<file path="src/rtl/framebuffer_port_arbiter.sv">
// framebuffer_port_arbiter
// Shares one single-port 16-bit framebuffer RAM between a byte-wide writer
// and a 16-bit pixel reader. Reads win arbitration. Writes wait in a small
// FIFO and drain in cycles with no read. A starvation counter forces a
// write slot when writes have been pending for too long.
module framebuffer_port_arbiter #(
  parameter int ADDR_WIDTH      = 12,
  parameter int FIFO_DEPTH_LOG2 = 2,
  parameter int STARVE_LIMIT    = 4,
  parameter int STARVE_WIDTH    = 3
) (
  input  logic                       clk_in,
  input  logic                       reset,
  input  logic                       wr_req,
  input  logic [ADDR_WIDTH-1:0]      wr_addr,
  input  logic [7:0]                 wr_data,
  output logic                       wr_ready,
  input  logic                       rd_req,
  input  logic [ADDR_WIDTH-2:0]      rd_addr,
  output logic                       rd_grant,
  output logic                       rd_valid,
  output logic [15:0]                rd_data,
  output logic [ADDR_WIDTH-2:0]      mem_addr,
  output logic [15:0]                mem_wdata,
  output logic [1:0]                 mem_be,
  output logic                       mem_we,
  output logic                       mem_ce,
  input  logic [15:0]                mem_rdata,
  output logic [FIFO_DEPTH_LOG2:0]   fifo_level,
  output logic                       overflow,
  output logic [7:0]                 writes_committed
);

  localparam int                       DEPTH      = 2 ** FIFO_DEPTH_LOG2;
  localparam logic [FIFO_DEPTH_LOG2:0] LEVEL_FULL = (FIFO_DEPTH_LOG2 + 1)'(DEPTH);
  localparam logic [STARVE_WIDTH-1:0]  STARVE_MAX = STARVE_WIDTH'(STARVE_LIMIT);

  // Per-cycle owner of the RAM port.
  typedef enum logic [1:0] {
    ARB_IDLE,
    ARB_READ,
    ARB_WRITE,
    ARB_FORCE_WR
  } arb_e;

  // Write FIFO storage and bookkeeping.
  logic [ADDR_WIDTH-1:0]      r_fifo_addr [DEPTH];
  logic [7:0]                 r_fifo_data [DEPTH];
  logic [FIFO_DEPTH_LOG2-1:0] r_wr_ptr;
  logic [FIFO_DEPTH_LOG2-1:0] r_rd_ptr;
  logic [FIFO_DEPTH_LOG2:0]   r_level;
  logic                       r_wr_ready;
  logic                       r_overflow;
  logic [7:0]                 r_commit_cnt;
  logic [STARVE_WIDTH-1:0]    r_starve_cnt;

  // Read return pipeline: grant -> RAM data -> registered output.
  logic                       r_rd_pend;
  logic                       r_rd_valid;
  logic [15:0]                r_rd_data;

  arb_e                       w_arb;
  logic                       w_empty;
  logic                       w_push;
  logic                       w_pop;
  logic [FIFO_DEPTH_LOG2:0]   w_level_next;
  logic [ADDR_WIDTH-1:0]      w_head_addr;
  logic [7:0]                 w_head_data;

  assign w_empty     = (r_level == '0);
  assign w_push      = wr_req && r_wr_ready;
  assign w_head_addr = r_fifo_addr[r_rd_ptr];
  assign w_head_data = r_fifo_data[r_rd_ptr];

  // Arbitration: starvation override, then reads, then queued writes.
  // An asserted reset holds the port idle so nothing reaches the RAM.
  always_comb begin
    w_arb = ARB_IDLE;
    if (reset) begin
      w_arb = ARB_IDLE;
    end else if ((r_starve_cnt == STARVE_MAX) && !w_empty) begin
      w_arb = ARB_FORCE_WR;
    end else if (rd_req) begin
      w_arb = ARB_READ;
    end else if (!w_empty) begin
      w_arb = ARB_WRITE;
    end
  end

  assign w_pop = (w_arb == ARB_WRITE) || (w_arb == ARB_FORCE_WR);

  // Drive the RAM port from the decision and the registered FIFO head.
  // NOTE: every output gets a default first so no path leaves one unassigned
  // (which would infer a latch).
  always_comb begin
    rd_grant  = 1'b0;
    mem_ce    = 1'b0;
    mem_we    = 1'b0;
    mem_be    = 2'b00;
    mem_addr  = '0;
    mem_wdata = '0;
    case (w_arb)
      ARB_READ: begin
        rd_grant = 1'b1;
        mem_ce   = 1'b1;
        mem_addr = rd_addr;
      end
      ARB_WRITE, ARB_FORCE_WR: begin
        mem_ce   = 1'b1;
        mem_we   = 1'b1;
        mem_addr = w_head_addr[ADDR_WIDTH-1:1];
        if (w_head_addr[0]) begin
          mem_be    = 2'b01;
          mem_wdata = {8'h00, w_head_data};
        end else begin
          mem_be    = 2'b10;
          mem_wdata = {w_head_data, 8'h00};
        end
      end
      default: ;
    endcase
  end

  // Next FIFO occupancy; a simultaneous push and pop leave it unchanged.
  always_comb begin
    w_level_next = r_level;
    if (w_push && !w_pop) begin
      w_level_next = r_level + (FIFO_DEPTH_LOG2 + 1)'(1);
    end else if (!w_push && w_pop) begin
      w_level_next = r_level - (FIFO_DEPTH_LOG2 + 1)'(1);
    end
  end

  // FIFO payload store.
  // NOTE: the storage array has no reset; the pointers and level decide
  // which entries are meaningful, so clearing the data would only cost logic.
  always_ff @(posedge clk_in) begin
    if (w_push) begin
      r_fifo_addr[r_wr_ptr] <= wr_addr;
      r_fifo_data[r_wr_ptr] <= wr_data;
    end
  end

  // FIFO pointers, level, ready flag and sticky overflow.
  // NOTE: all clocked state uses non-blocking assignments so every register
  // samples the pre-edge values regardless of statement order.
  always_ff @(posedge clk_in or posedge reset) begin
    if (reset) begin
      r_wr_ptr   <= '0;
      r_rd_ptr   <= '0;
      r_level    <= '0;
      r_wr_ready <= 1'b1;
      r_overflow <= 1'b0;
    end else begin
      if (w_push) r_wr_ptr <= r_wr_ptr + FIFO_DEPTH_LOG2'(1);
      if (w_pop)  r_rd_ptr <= r_rd_ptr + FIFO_DEPTH_LOG2'(1);
      r_level    <= w_level_next;
      r_wr_ready <= (w_level_next != LEVEL_FULL);
      if (wr_req && !r_wr_ready) r_overflow <= 1'b1;
    end
  end

  // Starvation counter and committed-write counter.
  always_ff @(posedge clk_in or posedge reset) begin
    if (reset) begin
      r_starve_cnt <= '0;
      r_commit_cnt <= '0;
    end else begin
      if (w_pop || w_empty) begin
        r_starve_cnt <= '0;
      end else if (r_starve_cnt != STARVE_MAX) begin
        r_starve_cnt <= r_starve_cnt + STARVE_WIDTH'(1);
      end
      if (w_pop) r_commit_cnt <= r_commit_cnt + 8'd1;
    end
  end

  // Read return: capture RAM data the cycle after a grant, strobe valid.
  always_ff @(posedge clk_in or posedge reset) begin
    if (reset) begin
      r_rd_pend  <= 1'b0;
      r_rd_valid <= 1'b0;
      r_rd_data  <= '0;
    end else begin
      r_rd_pend  <= rd_grant;
      r_rd_valid <= r_rd_pend;
      if (r_rd_pend) r_rd_data <= mem_rdata;
    end
  end

  assign wr_ready         = r_wr_ready;
  assign fifo_level       = r_level;
  assign overflow         = r_overflow;
  assign writes_committed = r_commit_cnt;
  assign rd_valid         = r_rd_valid;
  assign rd_data          = r_rd_data;

endmodule

</file>
<file path="config.mk">
export PLATFORM = sky130hd
export DESIGN_NAME = framebuffer_port_arbiter
export DESIGN_NICKNAME = d
export VERILOG_FILES = /design/src/rtl/framebuffer_port_arbiter.sv
export SDC_FILE = /design/constraint.sdc
export NUM_CORES = 1
export LEC_CHECK = 0
export CAP_MARGIN = 10
export CORE_ASPECT_RATIO = 2
export CORE_UTILIZATION = 45
export DETAILED_ROUTE_END_ITERATION = 7
export PLACE_DENSITY_LB_ADDON = 0.12
export RECOVER_POWER = 100
export SYNTH_ARGS = -nofsm -noshare
export SYNTH_HDL_FRONTEND = slang
export SYNTH_SLANG_ARGS = --single-unit
export TNS_END_PERCENT = 1
</file>
<file path="constraint.sdc">
create_clock -name clk_in -period 2 [get_ports clk_in]
set_clock_uncertainty 0.2 [all_clocks]
set_input_delay 0.4 -clock clk_in [delete_from_list [all_inputs] [get_ports clk_in]]
set_output_delay 0.4 -clock clk_in [all_outputs]
set_load 0.05 [all_outputs]
</file>
# --- Yosys cells after proc, flatten, opt, wreduce, memory -nomap -nowiden ---
# Memory sizes are Yosys's and may differ from the RTL's.
# Index checks and enable logic that the tools add are counted.
word_totals:
  register_bits: 38
  ram_bits: 80
  output_inout_bits: 62
  wordCells: 57
  mem_count: 2
memory_table:
  columns: ["name", "depth", "width", "rd", "rd_clocked_by_memory_dff", "wr", "line", "source"]
  rows:
  - ["r_fifo_addr", 4, 12, 1, 0, 1, "47", "logic [ADDR_WIDTH-1:0] r_fifo_addr [DEPTH];"]
  - ["r_fifo_data", 4, 8, 1, 0, 1, "48", "logic [7:0] r_fifo_data [DEPTH];"]
op_classes:
  addsub: 6
  n_eq_ne: 6
  muxes: 18
  n_reduce_logical: 15
ops:
  columns: ["op", "count"]
  rows:
  - ["$mux W16", 2]
  - ["$pmux W11 S2", 1]
  - ["$mux W2", 6]
  - ["$mux W3", 4]
  - ["$add A8 B1 Y8 const B", 1]
  - ["$add A3 B1 Y3 const B", 2]
  - ["$ne A3 B3 Y1 const B", 2]
  - ["$logic_and A1 B1 Y1", 5]
  - ["$mux W1", 5]
  - ["$add A2 B1 Y2 const B", 2]
  - ["$eq A2 B2 Y1 const B", 2]
  - ["$logic_not A1 Y1", 4]
  - ["$eq A3 B3 Y1 const B", 1]
  - ["$logic_not A3 Y1", 1]
  - ["$reduce_or A3 Y1", 1]
  - ["$sub A3 B1 Y3 const B", 1]
  - ["$eq A2 B1 Y1 const B", 1]
  - ["$logic_or A1 B1 Y1", 2]
  - ["$reduce_bool A2 Y1", 1]
  - ["$reduce_or A2 Y1", 1]

# --- Depth between registers and ports, before layout ---
# Gate-level depths: netlist (run 1).
depth:
  depth_word: 11
  depth_mapped: 8

# --- Least setup slack after synthesis (run 1) ---
# No wires, ideal clock.
synth_timing:
  path_kind: "reg2out"
  startpoint: "reg r_level[0] (netlist: fifo_level[0])"
  endpoint: "out mem_wdata[2]"
  arrival_time_ns: 2.339
  required_time_ns: 1.400
  slack_ns: -0.939
  stages_incl_launch_ff: 8
  path_buffers: 1
  path_cell_list: "dfrtp_1 > inv_1 > ha_1 > nand2b_4 > nand3_4 > inv_4 > buf_2 > and3_1"
synth_via:
  elab_chain_cells: 8
synth_rtl:
  columns: ["element", "line", "source"]
  rows:
  - ["start: declaration", "51", "logic [FIFO_DEPTH_LOG2:0] r_level;"]
  - ["start signal: assignment", "157", "r_level <= w_level_next;"]
  - ["$logic_not A3 Y1 *", "70", "assign w_empty = (r_level == '0);"]
  - ["$mux W2 / $logic_not A1 Y1 (equally long branches)", null, null]
  - ["$mux W2 / $logic_and A1 B1 Y1 (equally long branches)", "83, 81", null]
  - ["$mux W2 *", "81", "end else if ((r_starve_cnt == STARVE_MAX) && !w_empty) begin"]
  - ["$mux W2 *", "79", "if (reset) begin"]
  - ["$eq A2 B2 Y1", "102", "case (w_arb)"]
  - ["$reduce_or A2 Y1 *", "102", null]
  - ["$mux W16 *", "102", null]
  - ["end: declaration", "24", "output logic [15:0] mem_wdata,"]
# Mark *: on every way between the ends. The rest lies on a longest branch, timed or not.

# --- Worst setup path in the final report (run 1) ---
layout_timing:
  startpoint: "reg r_level[0] (netlist: fifo_level[0])"
  endpoint: "out mem_addr[7]"
layout_via:
  elab_chain_cells: 8
layout_rtl:
  columns: ["element", "line", "source"]
  rows:
  - ["$logic_not A3 Y1 *", "70", null]
  - ["$mux W2 / $logic_not A1 Y1 (equally long branches)", null, null]
  - ["$mux W2 / $logic_and A1 B1 Y1 (equally long branches)", "83, 81", null]
  - ["$mux W2 *", "81", null]
  - ["$mux W2 *", "79", null]
  - ["$eq A2 B2 Y1", "102", null]
  - ["$reduce_or A2 Y1", "102", null]
  - ["$pmux W11 S2 *", "102", null]
  - ["end: declaration", "23", "output logic [ADDR_WIDTH-2:0] mem_addr,"]
# Marks and branches as above.

==> impl_results.md, run 1 <==
- Max VDD drop: about 1.1 mV
- Mapped Nets: between 300 and 400
- DRC: 0
- Worst-Skew Late Latency: ~0.41 ns
- Rows: 53
- Max-Cap Viols: 0
- Status: complete, but fails checks
- Die width: around 76 um
- Sequential area share after synthesis: roughly two thirds
- Crit Path Class: register to output port
- Worst slew margin: approximately 55%
- Post-placement cell area: 0.006967 sq mm
- Hold buffer count at CTS: 0
- Post-Synth Adder-Cell Area: approximately 2.6%
- Post-synthesis mux area share: 12.89%
- Effective utilization at floorplan: 46.40%
- Sw Pwr: about 4.2 mW
- Netlist Area Pre-Place: just under 0.005 sq mm
- Vias in the first global route: 3269
- Largest net degree at the start of global routing: 29
- Hold Path Class: register to register
- Port Buffer Count: roughly 110
- Setup Fix Bufs, Post-CTS: 0
- First-pass GRT wire length: ~17 mm
- DIE AREA: 0.01132 sq mm
- Crit path max fanout: 13
- H-tree depth: 4
- Syn_area_per_cell: ~17 sq um
- XOR/XNOR share of the synthesized area: roughly 1.8%
- Tightest hold margin: between 0.2 and 0.3 ns
- Max frequency: slightly below 400 MHz
- Antenna violations before repair: 1
- Most common cell after layout, fill and taps aside: edfxtp_1
- Worst Path Arrival: between 1.5 and 2 ns
- Placeable Area: about 0.011 sq mm
- Number of buffers created by CTS: 17
- Overall Global Routing Usage: roughly 21%
- Clk sinks: 118
- Clk root buf: clkbuf_16
- Synth Area in Compound Gates: 4.706%
- DRT antenna net count: 0
- Area Overhead vs Synth: 52.17%
- Crit. End Element: output port
- CP required: 1.40 ns
- Part of the power in the clock network: approximately a quarter
- Vias per cell: approximately 5
- DP HPWL: between 7 and 8 mm
- Sw frac: between 30% and 40%
- Synth Area in Simple Gates: slightly below 8%
- Hold Fails Final Rpt: 0
- CTS clk-pin slew, worst paths: 0.06 ns
- Sequential power share: a little under a third
- Synthesized flop and latch total: 118
- Combinational share of power: 43.3%
- I/O Pins: roughly 110
- Tmin final: around 2.6 ns
- Design Area, Final: 0.007445 sq mm
- CP Launch Type: register
- Most frequent cells in the layout: edfxtp_1, buf_12, dfrtp_1
- Final WS setup: -0.5830 ns
- Remaining Overflow, GRT: 0
- Vias: roughly 3000
- Share of layout cells above drive strength 1: a little under half
- Iteration-0 DRC Markers: slightly above 100
- YS warnings: 0
- Fin nets: about 510
- Max Buffers Root-to-Sink: 2
- Worst-margin pin slew: ~0.68 ns
- Power Dens Cells: around 1500 mW/mm^2
- Total chip power: 11.52 mW
- Max-slew violations: 0
- Final period util: 129.1%
- Cell variety after synth: between 40 and 50
- Pleak: just under 3 nW
- Routed wire length: around 11 mm
- Drt pass-1 iters: 4
- Wire per inst: about 18 um
- Violated checks: negative setup slack
- Final setup fails: 52
- Die height: 149.5 um
- CTS tree: yes
- Routability cong.: between 0.7 and 0.8
- Mapped Cells: around 280
- Pint: 7.308 mW
- RSZ-0062 raised after global routing: true
- Main combinational cell family by area after synthesis: multiplexers
-- critical path: stages (launching register included) --
cell      delay [ns]
dfrtp_2         0.40
inv_2           0.08
ha_4            0.15
nand2b_4        0.08
a311oi_4        0.33
buf_12          0.19
a22o_1          0.19
buf_12          0.14
-- power groups by stage --
stage	clock network (mW)	registers, mW	logic, mW
floorplan	0	4.20	2.38
CTS	3.07	3.53	5.24
finish	3.01	3.52	4.99
global route	3.17	3.59	5.29
global placement	0	3.52	5.13
detailed placement	0	3.57	5.18
-- through the flow --
stage | worst slack, ns | util [%] | setup TNS (ns) | cells
after floorplan | -0.3699 | - | -9.951 | 283
after global placement | -0.5166 | 66.07 | -18.65 | 562
after detailed placement | -0.5160 | 66.07 | -17.69 | 562
after CTS | -0.6184 | 71.96 | -17.35 | 594
after global routing | -0.6733 | 70.61 | -21.30 | 595
final | -0.5830 | 70.61 | -17.33 | 595
-- Yosys cell counts --
cell type | count | area, sq um
nor3_1 | 2 | 10.01
a21o_1 | 1 | 7.510
mux4_2 | 20 | 450.4
nand4_1 | 5 | 31.28
a311oi_2 | 1 | 15.01
xnor2_1 | 9 | 78.83
clkbuf_1 | 3 | 11.26
buf_2 | 5 | 25.02
o21ai_0 | 4 | 20.02
buf_4 | 1 | 7.510
o311a_1 | 1 | 10.01
o31ai_1 | 1 | 7.510
nand3_4 | 1 | 17.52
nand2b_4 | 1 | 13.76
nand3b_1 | 1 | 7.510
or3_1 | 4 | 25.02
nor4_1 | 2 | 12.51
and2_1 | 11 | 68.82
nor2b_1 | 1 | 6.260
a2bb2o_1 | 1 | 10.01
o211ai_1 | 2 | 15.01
mux2_2 | 16 | 180.2
nor2_4 | 1 | 11.26
a21bo_2 | 2 | 20.02
edfxtp_1 | 80 | 2402
a21boi_1 | 1 | 7.510
inv_4 | 1 | 6.260
and3_2 | 1 | 7.510
nor2b_2 | 1 | 8.760
and3_1 | 12 | 75.07
dfstp_2 | 1 | 26.28
nor2_1 | 3 | 11.26
a21oi_1 | 3 | 15.01
nor4_2 | 2 | 25.02
a31oi_1 | 1 | 6.260
xor2_1 | 1 | 8.760
inv_1 | 9 | 33.78
ha_1 | 10 | 125.1
dfrtp_1 | 37 | 925.9
nand2_1 | 12 | 45.04
a22o_1 | 11 | 96.34
inv_2 | 1 | 3.750
-- timing repair --
action                     CTS  global route
setup endpoints to repair   33            39
pin swaps                   15             0
resized for setup            7             3
-- final cells by class --
type,count,area [sq um]
clock buffers,17,425.4
repair buffers,151,1622
flip-flops and latches,118,3359
fillers,709,3099
inverters,11,43.79
well taps,137,171.4
clock inverters,15,170.2
diodes,1,2.502
multi-input cells,145,1650
-- cell families (layout without fill, tap and decap cells) --
| family | count (synthesis) | count (layout) |
|---|---|---|
| mux | 36 | 36 |
| compound gates | 29 | 29 |
| flops | 118 | 118 |
| other cells | 0 | 1 |
| fa+ha+maj | 10 | 10 |
| simple gates | 60 | 60 |
| buf+inv | 20 | 194 |
| xor+xnor | 10 | 10 |
-- final timing paths --
kind,slack (ns),cells after the start,endpoint,start
min in group asynchronous,0.68,4,r_wr_ptr[0],reset
max reg2reg,0.04,8,writes_committed[5],fifo_level[0]
max in group asynchronous,0.40,4,fifo_level[1],reset
min,0.26,1,overflow,overflow
min reg2reg,0.26,1,overflow,overflow
max,-0.58,7,mem_addr[7],fifo_level[0]
-- state kept, by name (all words and copies together), names as in the netlist, 2 cells and up --
register / count
rd_data: 16
r_fifo_data: 32
r_rd_ptr: 2
r_fifo_addr: 48
r_wr_ptr: 2
writes_committed: 8
fifo_level: 3
r_starve_cnt: 3
-- routing by layer --
| metal | up-vias | share of wire [%] | track usage, % |
|---|---|---|---|
| met2 | 92 | 59 | 38.48 |
| met1 | 1527 | 35 | 21.03 |
| li1 | 1430 | - | - |
| met4 | 0 | 2.0 | 9.352 |
| met5 | - | 0 | 0 |
| met3 | 14 | 3.9 | 4.848 |
(Power assumes the default switching activity.)
==> inputs of run 2 (changes only) <==
Settings changed: CORE_MARGIN set to 2, HOLD_SLACK_MARGIN set to 0.02, TNS_END_PERCENT 1 to 50.
==> impl_results.md, run 2 (same netlist as run 1, synthesis figures left out) <==
- CP peak stage delay: approximately 0.4 ns
- Clk root buf: clkbuf_16
- Worst-margin pin slew: around 0.4 ns
- CP bufs+invs: 5
- Iteration-0 DRC Markers: 107
- Most flops, register: r_fifo_addr
- Worst Path Arrival: just under 2 ns
- Drt pass-1 iters: 4
- Max-Cap Viols: 0
- H-tree depth: 4
- Pint: about 7.8 mW
- DIE AREA: roughly 0.012 sq mm
- Vias in the first global route: ~3400
- Number of buffers created by CTS: 17
- Top Family by Delay on Critical Path: buffers and inverters
- Tmin final: between 2 and 3 ns
- CP Depth: 9
- Antenna violations before repair: 0
- Sequential power share: 29.3%
- CTS tree: yes
- CTS clk-pin slew, worst paths: roughly 0.06 ns
- Hold Fails Final Rpt: 0
- Critical-path cell list: inv_2 -> ha_4 -> nand2b_4 -> buf_4 -> nand3_4 -> inv_6 -> clkbuf_16 -> a22o_4 -> buf_12
- Overall Global Routing Usage: around 20%
- Rows: 53
- Worst hold path stage count: 1
- Port Buffer Count: ~110
- Clk sinks: about 120
- Violated checks: negative setup slack
- FF-to-FF path depth: 10
- Max Buffers Root-to-Sink: 2
- Max-slew violations: 0
- Max VDD drop: 0.9630 mV
- DP HPWL: just under 8 mm
- Share of layout cells above drive strength 1: roughly 50%
- First-pass GRT wire length: 17.56 mm
- Max frequency: 387.3 MHz
- Max FFs per register: 48
- Crit path max fanout: 6
- Vias per cell: about 5.3
- Largest net degree at the start of global routing: 31
- DRT antenna net count: 0
- Die height: about 150 um
- Pleak: 3.057 nW
- Final period util: 129.1%
- Effective utilization at floorplan: a little under half
- DRC: 0
- Sw Pwr: 4.339 mW
- Remaining Overflow, GRT: 0
- Diodes inserted: 0
- Placeable Area: between 0.01 and 0.015 sq mm
- Most frequent cells in the layout: edfxtp_1, buf_4, clkdlybuf4s50_1
- Routability cong.: about 0.77
- Wire per inst: ~19 um
- Crit Path Class: register to output port
- Final WS setup: -0.5817 ns
- Place WS: -0.4931 ns
- Final setup fails: 36
- Hold buffer count at CTS: 0
- Part of the power in the clock network: about a quarter
- Most common cell after layout, fill and taps aside: edfxtp_1
- Worst-Skew Late Latency: 0.41 ns
- I/O Pins: 113
- Power Dens Cells: ~1600 mW/mm^2
- RSZ-0062 raised after global routing: true
- Hold Path Class: register to register
- Status: complete, but fails checks
- Post-placement cell area: 0.006964 sq mm
- Design Area, Final: around 0.0078 sq mm
- CP required: 1.40 ns
- Combinational share of power: 44.7%
- Area Overhead vs Synth: 58.64%
- Die width: 77.73 um
- Worst slew margin: around 74%
- Slowest-stage cell, CP: dfrtp_2
- CP Launch Type: register
- Sw frac: between 30% and 40%
- Crit. End Element: output port
- Routed wire length: ~11 mm
- Vias: about 3200
- Fin nets: slightly above 500
run 2: metrics by stage:
| stage | instances | utilization (%) | TNS, ns | total power, mW | hold slack (ns) |
|---|---|---|---|---|---|
| 5_1_grt | 607 | 73.61 | -19.60 | 12.63 | 0.2919 |
| 3_5_place_dp | 563 | 66.05 | -18.91 | 8.777 | 0.2610 |
| 6_report | 607 | 73.61 | -17.16 | 12.10 | 0.2700 |
| 4_1_cts | 603 | 72.90 | -18.05 | 12.10 | 0.2751 |
| 2_1_floorplan | 283 | - | -9.259 | 6.591 | 0.08436 |
| 3_3_place_gp | 563 | 66.05 | -15.79 | 8.661 | 0.2546 |
run 2: area by class of cell:
| cell class | count | area, sq um |
|---|---|---|
| Tap cell | 137 | 171.4 |
| Inverter | 11 | 48.80 |
| Multi-Input combinational cell | 145 | 1670 |
| Fill cell | 676 | 2783 |
| Clock inverter | 15 | 191.4 |
| Timing Repair Buffer | 164 | 1894 |
| Clock buffer | 17 | 425.4 |
| Sequential cell | 118 | 3359 |
run 2: worst paths after layout:
path                                    start         endpoint  slack [ns]
worst max-delay path            fifo_level[1]      mem_addr[6]       -0.58
worst min-delay path                 overflow         overflow        0.27
worst max register to register  fifo_level[1]  r_starve_cnt[0]       -0.08
worst min register to register       overflow         overflow        0.27
max in group asynchronous               reset      r_rd_ptr[0]        0.63
min in group asynchronous               reset  r_starve_cnt[2]        0.34
run 2: power groups by stage:
stage	Clock, mW	Sequential [mW]	Combinational, mW
3_3_place_gp	0	3.53	5.13
5_1_grt	3.32	3.60	5.71
6_report	3.15	3.54	5.41
2_1_floorplan	0	4.20	2.39
3_5_place_dp	0	3.57	5.21
4_1_cts	3.19	3.53	5.37
run 2: repair_timing:
action | 4_1_cts | 5_1_grt
buffers inserted | 8 | 3
pin swaps | 8 | 2
gates cloned | 0 | 1
resized for setup | 8 | 6
endpoints found under the setup margin | 34 | 40
hold endpoints to repair | 0 | 0
run 2: per-layer routing:
metal / vias to the layer above / wire length (um) / track usage (%)
li1: 1466 / - / -
met1: 1619 / 3956 / 20.64
met2: 97 / 6676 / 38.45
met3: 16 / 634 / 6.220
met4: 0 / 194 / 8.214
met5: - / 0 / 0
==> inputs of run 3 (changes only) <==
Settings changed: CAP_MARGIN 10 to not set.
==> results of run 3 <==
No change in the layout: final DEF, timing and power equal those of run 2.
